--- src/rtl/pssrvp_pkg.sv ---
// Shared pipeline definitions: NOP encoding, default reset PC and fetch-state encoding.
package pssrvp_pkg;

  localparam logic [31:0] NOP_INSTR        = 32'h0000_0013;
  localparam logic [31:0] RESET_PC_DEFAULT = 32'h0000_0000;

  typedef enum logic [1:0] {
    S_BOOT  = 2'd0,
    S_FETCH = 2'd1,
    S_HOLD  = 2'd2,
    S_TRAP  = 2'd3
  } fetch_state_t;

endpackage

--- src/rtl/if_stage_ifid_reg.sv ---
// IF/ID style register: bubble beats load, otherwise holds. Also used as the fetch skid buffer.
module ifid_reg
  import pssrvp_pkg::*;
#(
  parameter int unsigned W = 32
) (
  input  logic         clk,
  input  logic         rst,
  input  logic         load,
  input  logic         bubble,
  input  logic [W-1:0] instr,
  input  logic [W-1:0] pc,
  input  logic [W-1:0] pc4,
  input  logic         valid,
  output logic [W-1:0] instr_q,
  output logic [W-1:0] pc_q,
  output logic [W-1:0] pc4_q,
  output logic         valid_q
);

  always_ff @(posedge clk or posedge rst) begin
    if (rst) begin
      instr_q <= W'(NOP_INSTR);
      pc_q    <= '0;
      pc4_q   <= '0;
      valid_q <= 1'b0;
    end else if (bubble) begin
      instr_q <= W'(NOP_INSTR);
      pc_q    <= '0;
      pc4_q   <= '0;
      valid_q <= 1'b0;
    end else if (load) begin
      instr_q <= instr;
      pc_q    <= pc;
      pc4_q   <= pc4;
      valid_q <= valid;
    end
  end

endmodule

--- src/rtl/if_stage.sv ---
// Instruction-fetch stage: PC, imem port, one-entry skid buffer and IF/ID register.
// Optional misaligned-redirect trap enabled by defining IF_MISALIGN_TRAP_EN.
module if_stage
  import pssrvp_pkg::*;
#(
  parameter int unsigned         AWIDTH   = 32,
  parameter logic [AWIDTH-1:0]   RESET_PC = AWIDTH'(RESET_PC_DEFAULT)
) (
  input  logic              clk,
  input  logic              rst,
  input  logic              PC_H,
  input  logic              ID_H,
  input  logic              PCSel,
  input  logic [AWIDTH-1:0] ALU_Out,
  input  logic [AWIDTH-1:0] imem_rdata,
  input  logic              imem_valid,
  output logic [AWIDTH-1:0] imem_addr,
  output logic              imem_req,
  output logic [AWIDTH-1:0] Instr_D,
  output logic [AWIDTH-1:0] PC_D,
  output logic [AWIDTH-1:0] PC4_D,
  output logic              Valid_D,
  output logic              Misalign_F
);

  fetch_state_t      state, state_next;
  logic [AWIDTH-1:0] pc_f, pc_next, pc_plus4;
  logic              stall;
  logic              ifid_load, ifid_bubble, use_skid;
  logic              skid_load, skid_clear;
  logic [AWIDTH-1:0] skid_instr, skid_pc, skid_pc4;
  logic              skid_valid;
  logic              misalign_set;

  assign stall     = PC_H | ID_H;
  assign pc_plus4  = pc_f + AWIDTH'(4);
  assign imem_addr = pc_f;

  always_comb begin
    state_next   = state;
    pc_next      = pc_f;
    imem_req     = 1'b0;
    ifid_load    = 1'b0;
    ifid_bubble  = 1'b0;
    use_skid     = 1'b0;
    skid_load    = 1'b0;
    skid_clear   = 1'b0;
    misalign_set = 1'b0;

    case (state)
      S_BOOT: state_next = S_FETCH;
      S_FETCH: begin
        imem_req = 1'b1;
        if (imem_valid && !stall) begin
          ifid_load = 1'b1;
          pc_next   = pc_plus4;
        end else if (imem_valid && stall) begin
          skid_load  = 1'b1;
          state_next = S_HOLD;
        end else if (!imem_valid && !stall) begin
          ifid_bubble = 1'b1;
        end
      end
      S_HOLD: begin
        if (!stall) begin
          ifid_load  = 1'b1;
          use_skid   = 1'b1;
          skid_clear = 1'b1;
          pc_next    = pc_plus4;
          state_next = S_FETCH;
        end
      end
      default: ifid_bubble = 1'b1;  // S_TRAP: sticky until reset
    endcase

    // Redirect wins over stall and any same-cycle imem response.
    if (PCSel && (state == S_FETCH || state == S_HOLD)) begin
      ifid_load   = 1'b0;
      skid_load   = 1'b0;
      use_skid    = 1'b0;
      ifid_bubble = 1'b1;
      skid_clear  = 1'b1;
      state_next  = S_FETCH;
      pc_next     = {ALU_Out[AWIDTH-1:2], 2'b00};
`ifdef IF_MISALIGN_TRAP_EN
      if (ALU_Out[1:0] != 2'b00) begin
        pc_next      = ALU_Out;
        misalign_set = 1'b1;
        state_next   = S_TRAP;
      end
`endif
    end
  end

  always_ff @(posedge clk or posedge rst) begin
    if (rst) begin
      state <= S_BOOT;
      pc_f  <= RESET_PC;
    end else begin
      state <= state_next;
      pc_f  <= pc_next;
    end
  end

`ifdef IF_MISALIGN_TRAP_EN
  always_ff @(posedge clk or posedge rst) begin
    if (rst) Misalign_F <= 1'b0;
    else if (misalign_set) Misalign_F <= 1'b1;
  end
`else
  logic unused_low_bits;
  assign unused_low_bits = ^{ALU_Out[1:0], misalign_set};
  assign Misalign_F      = 1'b0;
`endif

  ifid_reg #(.W(AWIDTH)) u_skid (
    .clk     (clk),
    .rst     (rst),
    .load    (skid_load),
    .bubble  (skid_clear),
    .instr   (imem_rdata),
    .pc      (pc_f),
    .pc4     (pc_plus4),
    .valid   (1'b1),
    .instr_q (skid_instr),
    .pc_q    (skid_pc),
    .pc4_q   (skid_pc4),
    .valid_q (skid_valid)
  );

  ifid_reg #(.W(AWIDTH)) u_ifid (
    .clk     (clk),
    .rst     (rst),
    .load    (ifid_load),
    .bubble  (ifid_bubble),
    .instr   (use_skid ? skid_instr : imem_rdata),
    .pc      (use_skid ? skid_pc    : pc_f),
    .pc4     (use_skid ? skid_pc4   : pc_plus4),
    .valid   (use_skid ? skid_valid : 1'b1),
    .instr_q (Instr_D),
    .pc_q    (PC_D),
    .pc4_q   (PC4_D),
    .valid_q (Valid_D)
  );

endmodule

--- config.mk ---
export PLATFORM = sky130hd
export DESIGN_NAME = if_stage
export DESIGN_NICKNAME = d
export VERILOG_FILES = /design/src/rtl/pssrvp_pkg.sv /design/src/rtl/if_stage_ifid_reg.sv /design/src/rtl/if_stage.sv
export SDC_FILE = /design/constraint.sdc
export NUM_CORES = 1
export LEC_CHECK = 0
export ABC_AREA = 0
export CAP_MARGIN = 40
export CORE_MARGIN = 5
export CORE_UTILIZATION = 57
export DETAILED_ROUTE_END_ITERATION = 7
export PLACE_DENSITY = 0.86
export SLEW_MARGIN = 20
export SYNTH_ARGS = -nofsm -noshare
export SYNTH_HDL_FRONTEND = slang
export SYNTH_SLANG_ARGS = --single-unit
export TNS_END_PERCENT = 30
--- constraint.sdc ---
create_clock -name clk -period 16.3 [get_ports clk]
set_input_delay 2.445 -clock clk [delete_from_list [all_inputs] [get_ports clk]]
set_output_delay 2.445 -clock clk [all_outputs]
set_load 0.02 [all_outputs]
## Word-level counts from Yosys, hierarchy flattened

Index checks and enable logic that the tools add are counted.

- Bitwise gates (word level): 1
- Multiplexer cells: 46
- Reduce and logical (&&, ||, !) cells: 15
- Equality and inequality tests: 6
- Add/subtract/negate cells: 1

Operators with widths:

| cell | number |
|---|---|
| 32-bit 2-to-1 mux | 18 |
| 32-bit one-hot mux with 2 select lines | 1 |
| 32-bit by 3-bit adder with 32-bit output (second input constant) | 1 |
| 1-bit 2-to-1 mux | 20 |
| 3-bit by 2-bit inequality test with 1-bit output (second input constant) | 4 |
| 2-bit 2-to-1 mux | 4 |
| 2-bit one-hot mux with 3 select lines | 1 |
| 1-bit logical AND | 4 |
| 1-bit one-hot mux with 2 select lines | 2 |
| 4-bit AND reduction | 1 |
| 2-bit nonzero test | 2 |
| 4-bit nonzero test | 1 |
| 3-bit AND reduction | 1 |
| 3-bit nonzero test | 1 |
| 2-bit by 1-bit == test with 1-bit output (second input constant) | 1 |
| 2-bit == test (second input constant) | 1 |
| 1-bit zero test | 2 |
| 2-bit zero test | 1 |
| 2-bit OR reduction | 1 |
| 1-bit logical OR | 1 |
| 1-bit bitwise OR | 1 |

- Register bits: 228
- Bits of input ports: 70

## Longest topological paths before layout

Gate-level depths: netlist of the first run.

- Depth after elaboration: 9
- Depth in mapped cells: 10
- Mapped depth without buffers: 7

## By module

Synthesis of the first run repeated with hierarchy kept, for this count alone.

- Cell total of the unflattened synthesis: 1196
- Area, all modules: 11576.1 um^2

Modules (own cells, without submodules):

| module | sequential area each (um^2) | area an instance (um^2) | cells an instance | instances |
|---|---|---|---|---|
| ifid_reg | 2431.1 | 3933.8 | 314 | 2 |
| if_stage | 800.8 | 3708.6 | 568 | 1 |

## Least setup slack after synthesis of the first run

Ideal clock, no wire load.

- Path kind: input to register
- Start: input port ID_H
- End: register pc_f[29], in the netlist imem_addr[29]
- Arrival time: 3.878 ns
- Setup time: 0.130 ns
- Required time: 16.170 ns
- Stages on the path: 6
- Buffers on the path: 1
- Setup slack: 12.293 ns
- Cell sequence: or3b_1 > a211oi_4 > buf_2 > nand4_1 > o32ai_1 > a21oi_1

- Longest elaborated chain between the ends: 5
- Elaborated cells on any way between the ends: 6
- Those cells by class: eq/ne: 2; bitwise: 1; reduce/logical: 3

Ends and longest elaborated chain:

| what | RTL line | RTL |
|---|---|---|
| start, declared | if_stage.sv:12 | `input logic ID_H,` |
| 1-bit bitwise OR * | if_stage.sv:35 | `assign stall = PC_H \| ID_H;` |
| 1-bit zero test | - |  |
| 1-bit logical AND | if_stage.sv:54 | `if (imem_valid && !stall) begin` |
| 3-bit by 2-bit inequality test with 1-bit output (no source line) | - |  |
| 3-bit AND reduction (no source line) * | - |  |
| end signal, assigned | if_stage.sv:101 | `pc_f <= pc_next;` |
| end, declared | if_stage.sv:27 | `logic [AWIDTH-1:0] pc_f, pc_next, pc_plus4;` |

Mark *: on every way between the ends. The rest lies on a longest branch, timed or not.
A chain may end at the register's enable or synchronous reset.

## Worst setup path after layout of the first run

- Start: input port PCSel
- End: register u_ifid.pc4_q[11]

- Longest elaborated chain between the ends: 5
- Elaborated cells on any way between the ends: 8
- Those cells by class: mux: 6; reduce/logical: 2

Ends and longest elaborated chain:

| what | RTL line | RTL |
|---|---|---|
| start, declared | if_stage.sv:13 | `input logic PCSel,` |
| 1-bit logical AND * | if_stage.sv:77 | `if (PCSel && (state == S_FETCH \|\| state == S_HOLD)) begin` |
| 1-bit 2-to-1 mux | if_stage.sv:77 |  |
| 32-bit 2-to-1 mux | if_stage.sv:138 | `.pc4 (use_skid ? skid_pc4 : pc_plus4),` |
| 32-bit 2-to-1 mux | if_stage_ifid_reg.sv:32 | `end else if (load) begin` |
| 32-bit 2-to-1 mux | if_stage_ifid_reg.sv:27 | `end else if (bubble) begin` |
| end signal, assigned | if_stage_ifid_reg.sv:35 | `pc4_q <= pc4;` |
| end, declared | if_stage_ifid_reg.sv:17 | `output logic [W-1:0] pc4_q,` |

Mark *: on every way between the ends. The rest lies on a longest branch, timed or not. The select of a mux whose other input is x is not followed.

==> impl_summary.txt, run 1 <==
----------------------------------------------------
[Status]
  Status ... finished clean

[Synthesis]
  Flip-flop and latch count after synthesis ... 218
  Count leader, synth ... nand2_1
  Yosys warning count ... 0
  Sequential fraction of the synthesis area ... 50.8%
  Area contributors post-synth ... dfrtp_1 49%, nand2_1 11%, a311oi_1 5.2%, a21oi_1 4.6%, nor2_1 3.9%
  Leading area contributor after synthesis ... dfrtp_1
  Post-synth cell types ... 68
  Primary FF master, synth ... dfrtp_1
  Commonest cells in the synthesized netlist ... 312 x nand2_1, 212 x dfrtp_1, 113 x nor2_1
  FFs w/ async S/R, synth ... 100%
  Syn Inst Count ... 1231
  Per-instance average area after synthesis ... 8.73 sq um
  Yosys top cell area share ... 49.4%
  Count of flip-flops with a built-in enable after synthesis ... 0
  Netlist area before placement ... 10700 sq um

[Clock tree]
  Reg clk slew, reported paths ... 0.06 ns
  Clock Sink Count ... 218
  Clock tree from TritonCTS ... built
  Number of cells upsized or downsized after cts ... 0
  CTS H-Tree Depth ... 1
  Clock latency reported for the late side of the worst-skew pair ... 0.51 ns
  Buffer cell driving the clock tree root ... clkbuf_16
  Inserted Clock Buffers ... 23
  Hold buffer count at cts ... 0
  Worst-case clock buffer depth ... 3
  Number of buffers inserted to repair setup after CTS ... 0

[Floorplan]
  Initial Util ... 57.7%
  # IOs ... 201
  # rows ... 50
  Die height ... 147 um
  Core region area ... 18600 sq um
  Die span in x ... 147 um
  Overall die area ... 21700 sq um

[Detailed routing]
  Routed len/inst ... 20.1 um
  Detail Route Antenna Nets ... 0
  Number of iterations in the first detailed-routing pass ... 6
  Via count ... 10100
  Post-route DRC ... 0
  Routed wire length ... 32.3 mm
  DR iter-0 viols ... 944
  Via density ... 6.25

[Pwr]
  Worst supply voltage drop on vdd ... 0.138 mV
  Leakage power total ... 5.58 nW
  P per Cell Area ... 176 nW/um^2

[GRT]
  Number of antenna violations at the first check in global routing ... 0
  GRT met2 Usage ... 47.8%
  First-pass GRT wire length ... 51.9 mm
  Number of global-route vias before repair ... 9938
  Met1 capacity usage during global routing ... 39.3%
  Total gr overflow ... 0
  Global routing usage summed across all routing layers ... 29.2%
  Met3 capacity usage during global routing ... 5.06%
  Most utilized layer in the global route result ... met2
  Pin count of the biggest net entering global routing ... 88

[Worst setup path]
  Critical path class ... in2reg
  Maximum fanout encountered on the critical timing path ... 46
  Type of element capturing the critical path ... flop
  Required time at the worst-slack endpoint ... 16.72 ns
  Critical path data arrival time ... 5.49 ns
  Startpoint Class ... input port

[Place]
  Cell area reported after detailed placement ... 12800 sq um
  Total half-perimeter wirelength after legalization and detailed placement ... 21.0 mm
  GP Congestion ... 0.913
  Port bufs ... 191

[Finish]
  Antenna fix cells ... 0
  Syn-to-layout area delta ... 26.3%
  Fill cell count ... 1377
  Final layout net count ... 1434
  Finished layout cell area ... 13600 sq um
  Layout cells sized above 1 ... 6.70%

[Timing]
  Final count of pins violating max slew ... 0
  Fin. Hold Viols ... 0
  Relative slew margins ... 40.4%
  Final worst path period need ... 5.07 ns
  Final Skew ... 0.0165 ns
  Final Hold Slack ... 0.484 ns
  Share of the clock period used by the worst path after layout ... 31.1%
  RSZ-0062 raised after global routing ... no
  Worst-Margin Slew ... 0.886 ns
  Setup Viol. Count Final ... 0
  Setup total negative slack ... 0 ns
  Fmax ... 197 MHz

[Flow run]
  Max_cap viols ... 0

[Worst hold path]
  Hold Path Class ... reg2reg

----------------------------------------------------
-- area by class of cell --
type                    instances  area (sq um)  share of cell area [%]
inverters                      14          60.1                   0.443
multi-input cells             890          4790                    35.3
flip-flops and latches        218          5460                    40.3
clock inverters                 8          92.6                   0.682
well taps                     234           293                    2.16
repair buffers                212          2210                    16.3
clock buffers                  31           666                    4.91
-- flip-flops by register name (all words and copies together), names as in the netlist --
signal,cells
state,2
u_skid.instr_q,32
u_ifid.pc_q,30
u_skid.valid_q,1
u_ifid.pc4_q,30
u_ifid.instr_q,32
u_ifid.valid_q,1
imem_addr,30
u_skid.pc4_q,30
u_skid.pc_q,30
-- worst max-delay path, cell delays in order --
cell,delay (ns)
clkdlybuf4s50_1,0.60
nand2_1,0.62
nand3_4,0.54
buf_12,0.36
nor2_1,0.34
buf_4,0.28
a22oi_1,0.09
a21oi_1,0.19
-- cell usage in the layout (no fill, tap or decap), types with 4 or more instances in the layout --
| cell type | netlist | routed |
|---|---|---|
| a211oi_1 | 9 | 9 |
| a21oi_1 | 99 | 99 |
| a22oi_1 | 14 | 14 |
| a311oi_1 | 64 | 64 |
| a31oi_1 | 7 | 7 |
| and2_1 | 4 | 4 |
| and3_1 | 7 | 5 |
| buf_16 | 0 | 6 |
| buf_4 | 16 | 11 |
| clkbuf_16 | 0 | 23 |
| clkbuf_8 | 0 | 6 |
| clkdlybuf4s50_1 | 0 | 191 |
| clkinv_2 | 0 | 5 |
| conb_1 | 1 | 7 |
| dfrtp_1 | 212 | 212 |
| dfstp_2 | 6 | 6 |
| ha_1 | 5 | 5 |
| inv_1 | 13 | 12 |
| mux2i_1 | 6 | 6 |
| nand2_1 | 312 | 310 |
| nand3_1 | 38 | 36 |
| nand4_1 | 12 | 12 |
| nor2_1 | 113 | 112 |
| nor3_1 | 36 | 36 |
| nor4_1 | 10 | 10 |
| o211ai_1 | 6 | 6 |
| o21ai_0 | 47 | 47 |
| xnor2_1 | 11 | 11 |
| xor2_1 | 20 | 20 |
-- through the flow --
stage                     setup slack, ns  cells  total power, mW  utilization, %
after CTS                           11.30   1605             2.38            72.6
final                               11.23   1607             2.39            72.8
after detailed placement            10.81   1566             1.85            68.5
after floorplan                      7.90   1237             1.46               -
after global placement              10.42   1558             1.79            67.6
after global routing                11.09   1607             2.52            72.8
-- metal layers --
layer	share of wire (%)	vias to the layer above
met2	49	561
met1	38	4865
met4	3.6	0
met5	0	-
met3	9.4	94
li1	-	4530
-- logic make-up (layout without fill, tap and decap cells) --
group	Yosys count	in the layout	share of synthesized area [%]
xor+xnor	32	32	2.68
simple gates	560	560	22.8
other cells	1	7	0.0349
buf+inv	129	265	5.27
flops	218	218	50.8
fa+ha+maj	5	5	0.582
compound gates	280	280	17.2
mux	6	6	0.559
-- path summary, 6_finish.rpt --
check | from | endpoint | slack (ns) | cells past startpoint
setup reg to reg | state[0]$_DFFE_PP0P_ | u_ifid.pc4_q[11]$_DFFE_PP0P_ | 12.84 | 9
setup / recovery | PCSel | u_ifid.pc4_q[11]$_DFFE_PP0P_ | 11.23 | 8
hold / removal | u_skid.instr_q[4]$_DFFE_PP1P_ | u_skid.instr_q[4]$_DFFE_PP1P_ | 0.48 | 2
max in group asynchronous | rst | u_ifid.pc4_q[5]$_DFFE_PP0P_ | 12.44 | 5
min in group asynchronous | rst | u_ifid.instr_q[5]$_DFFE_PP0P_ | 2.39 | 2
hold reg to reg | u_skid.instr_q[4]$_DFFE_PP1P_ | u_skid.instr_q[4]$_DFFE_PP1P_ | 0.48 | 2
-- power breakdown --
part           internal [mW]  leakage, nW  switching [mW]
logic                  0.363         2.32           0.582
clock network          0.316        0.377           0.212
registers              0.717         2.88           0.197
total                   1.40         5.58           0.991
(Power assumes the default switching activity.)
==> inputs of run 2 (changes only) <==
--- a/config.mk
+++ b/config.mk
@@ -8,9 +8,9 @@
 export ABC_AREA = 0
 export CAP_MARGIN = 40
 export CORE_MARGIN = 5
-export CORE_UTILIZATION = 57
+export CORE_UTILIZATION = 53
 export DETAILED_ROUTE_END_ITERATION = 7
-export PLACE_DENSITY = 0.86
+export PLACE_DENSITY = 0.81
 export SLEW_MARGIN = 20
 export SYNTH_ARGS = -nofsm -noshare
 export SYNTH_HDL_FRONTEND = slang
==> constraint.sdc (replaced) <==
create_clock -name clk -period 5.1 [get_ports clk]
set_input_delay 0.765 -clock clk [delete_from_list [all_inputs] [get_ports clk]]
set_output_delay 0.765 -clock clk [all_outputs]
set_load 0.02 [all_outputs]
==> impl_summary.txt, run 2 (same netlist as run 1, synthesis figures left out) <==
----------------------------------------------------
[Status]
  Status ... finished clean

[Finish]
  Fill cell count ... 1579
  Register area ... 5460 sq um
  Cell Count, Final, Fillers Out ... 1645
  Area of combinational cells with multiple inputs ... 4790 sq um
  Syn-to-layout area delta ... 26.2%
  Commonest non-fill, non-tap cell in the layout ... nand2_1
  Biggest regs ... u_ifid.instr_q: 32 flops, u_skid.instr_q: 32 flops
  Layout cells sized above 1 ... 6.69%
  Commonest cells after routing, fill and taps aside ... 310 x nand2_1, 212 x dfrtp_1, 191 x clkdlybuf4s50_1
  Share of the core filled with cells ... 67.5%
  Finished layout cell area ... 13600 sq um
  Antenna fix cells ... 0
  Final layout net count ... 1434

[Clock tree]
  Worst-case clock buffer depth ... 3
  Clock latency reported for the late side of the worst-skew pair ... 0.51 ns
  Buffer cell driving the clock tree root ... clkbuf_16
  Inserted Clock Buffers ... 24
  Clock tree from TritonCTS ... built
  Clock Sink Count ... 218
  Hold buffer count at cts ... 0
  Number of buffers inserted to repair setup after CTS ... 0
  Reg clk slew, reported paths ... 0.06 ns
  Number of cells upsized or downsized after cts ... 0
  CTS H-Tree Depth ... 1

[Timing]
  RSZ-0062 raised after global routing ... no
  Setup Viol. Count Final ... 0
  Fin. Hold Viols ... 0
  Worst-Margin Slew ... 0.896 ns
  Relative slew margins ... 39.8%
  Final Hold Slack ... 0.490 ns
  Final Skew ... 0.0187 ns
  Setup total negative slack ... 0 ns
  Share of the clock period used by the worst path after layout ... 63.7%
  Fmax ... 308 MHz
  Final count of pins violating max slew ... 0
  Final worst path period need ... 3.25 ns
  Worst setup margin ... 1.85 ns

[Worst setup path]
  Critical path buffers and inverters ... 2
  Critical path data arrival time ... 3.64 ns
  Critical R2R Launch ... state[0]$_DFFE_PP0P_
  Worst-path cell chain ... inv_1 -> ha_1 -> nand2_1 -> nand3_4 -> buf_4 -> nand2_1 -> a311oi_1
  Minimum setup slack among reg-to-reg paths ... 1.85 ns
  Crit path max-delay cell type ... nand3_4
  Critical R2R Capture ... u_ifid.instr_q[15]$_DFFE_PP0P_
  Critical path class ... reg2reg
  Most common cell type on the critical path ... nand2_1
  Critical Path Max Stage Delay ... 0.74 ns
  Cell type group with the largest total delay on the critical path ... simple AND/OR/NAND/NOR gates
  Required time at the worst-slack endpoint ... 5.49 ns
  Startpoint Class ... flop
  Number of cells traversed by the worst register-to-register path ... 7
  Maximum fanout encountered on the critical timing path ... 55
  Type of element capturing the critical path ... flop

[Detailed routing]
  Detail Route Antenna Nets ... 0
  Routed wire length ... 31.0 mm
  Via count ... 9846
  Routed len/inst ... 18.9 um
  Post-route DRC ... 0
  Via density ... 5.99
  Number of iterations in the first detailed-routing pass ... 8
  DR iter-0 viols ... 948

[Floorplan]
  Core region area ... 20100 sq um
  Overall die area ... 23200 sq um
  # IOs ... 201
  Initial Util ... 53.5%
  # rows ... 52
  Die span in x ... 152 um
  Die height ... 152 um

[Place]
  Cell area reported after detailed placement ... 12700 sq um
  Port bufs ... 191
  Dpl ws ... 1.46 ns
  Number of cells after detailed placement ... 1602
  Total half-perimeter wirelength after legalization and detailed placement ... 20.3 mm
  GP Congestion ... 0.908

[Pwr]
  Internal power component ... 4.48 mW
  Psw ... 3.11 mW
  P per Cell Area ... 560 nW/um^2
  Leakage power total ... 5.55 nW
  Sequential group share of total power ... 38.3%
  Clk pwr share ... 22.8%
  Worst supply voltage drop on vdd ... 0.427 mV
  Overall Power ... 7.59 mW
  Switching share of power ... 41.0%
  Portion of total power attributed to combinational logic ... 38.9%

[GRT]
  Total gr overflow ... 0
  Number of global-route vias before repair ... 9492
  Global routing usage summed across all routing layers ... 25.8%
  Number of antenna violations at the first check in global routing ... 0
  First-pass GRT wire length ... 49.9 mm
  Pin count of the biggest net entering global routing ... 117

[Worst hold path]
  Cell depth of the worst hold path ... 2
  Hold Path Class ... reg2reg
  Start point of the worst min-delay path ... u_skid.instr_q[0]$_DFFE_PP1P_
  Endpoint of the worst hold-timing path ... u_skid.instr_q[0]$_DFFE_PP1P_

[Flow run]
  Max_cap viols ... 0

----------------------------------------------------
run 2: how the worst max path moves through the flow:
| stage | startpoint | to | cells after the start |
|---|---|---|---|
| after CTS | state[0]$_DFFE_PP0P_ | u_ifid.instr_q[15]$_DFFE_PP0P_ | 7 |
| after global routing | state[0]$_DFFE_PP0P_ | u_ifid.instr_q[15]$_DFFE_PP0P_ | 7 |
| after global placement | PCSel | u_ifid.instr_q[0]$_DFFE_PP1P_ | 6 |
| after floorplan | rst | imem_addr[10]$_DFFE_PP0P_ | 1 |
| after detailed placement | PCSel | u_ifid.instr_q[1]$_DFFE_PP1P_ | 6 |
| final | state[0]$_DFFE_PP0P_ | u_ifid.instr_q[15]$_DFFE_PP0P_ | 7 |
run 2: area by class of cell:
cell class,instances,area share (%)
tap,270,2.49
clock buffer,33,5.13
clock inverter,9,0.738
inverter,14,0.415
timing repair buffer,211,15.7
multi-input combinational,890,35.3
sequential,218,40.3
run 2: worst min-delay path, cell delays in order (launching register included):
cell and delay, ns:
dfstp_2 0.37, nand2_1 0.05, nand3_1 0.07
run 2: metal layers:
layer / part of all wire, % / global-route usage (%) / routed length [um]
met1: 40 / 35.0 / 12500
met5: 0 / 0 / 0
met4: 3.2 / 8.86 / 991
met2: 48 / 42.7 / 14900
met3: 8.4 / 3.92 / 2620
run 2: power by group through the flow:
| stage | sequential, mW | clock, mW | combinational [mW] |
|---|---|---|---|
| after detailed placement | 2.91 | 0 | 2.93 |
| after floorplan | 2.92 | 0 | 1.75 |
| after CTS | 2.89 | 1.76 | 2.94 |
| after global placement | 2.89 | 0 | 2.86 |
| final | 2.91 | 1.73 | 2.95 |
| after global routing | 2.97 | 1.84 | 3.21 |
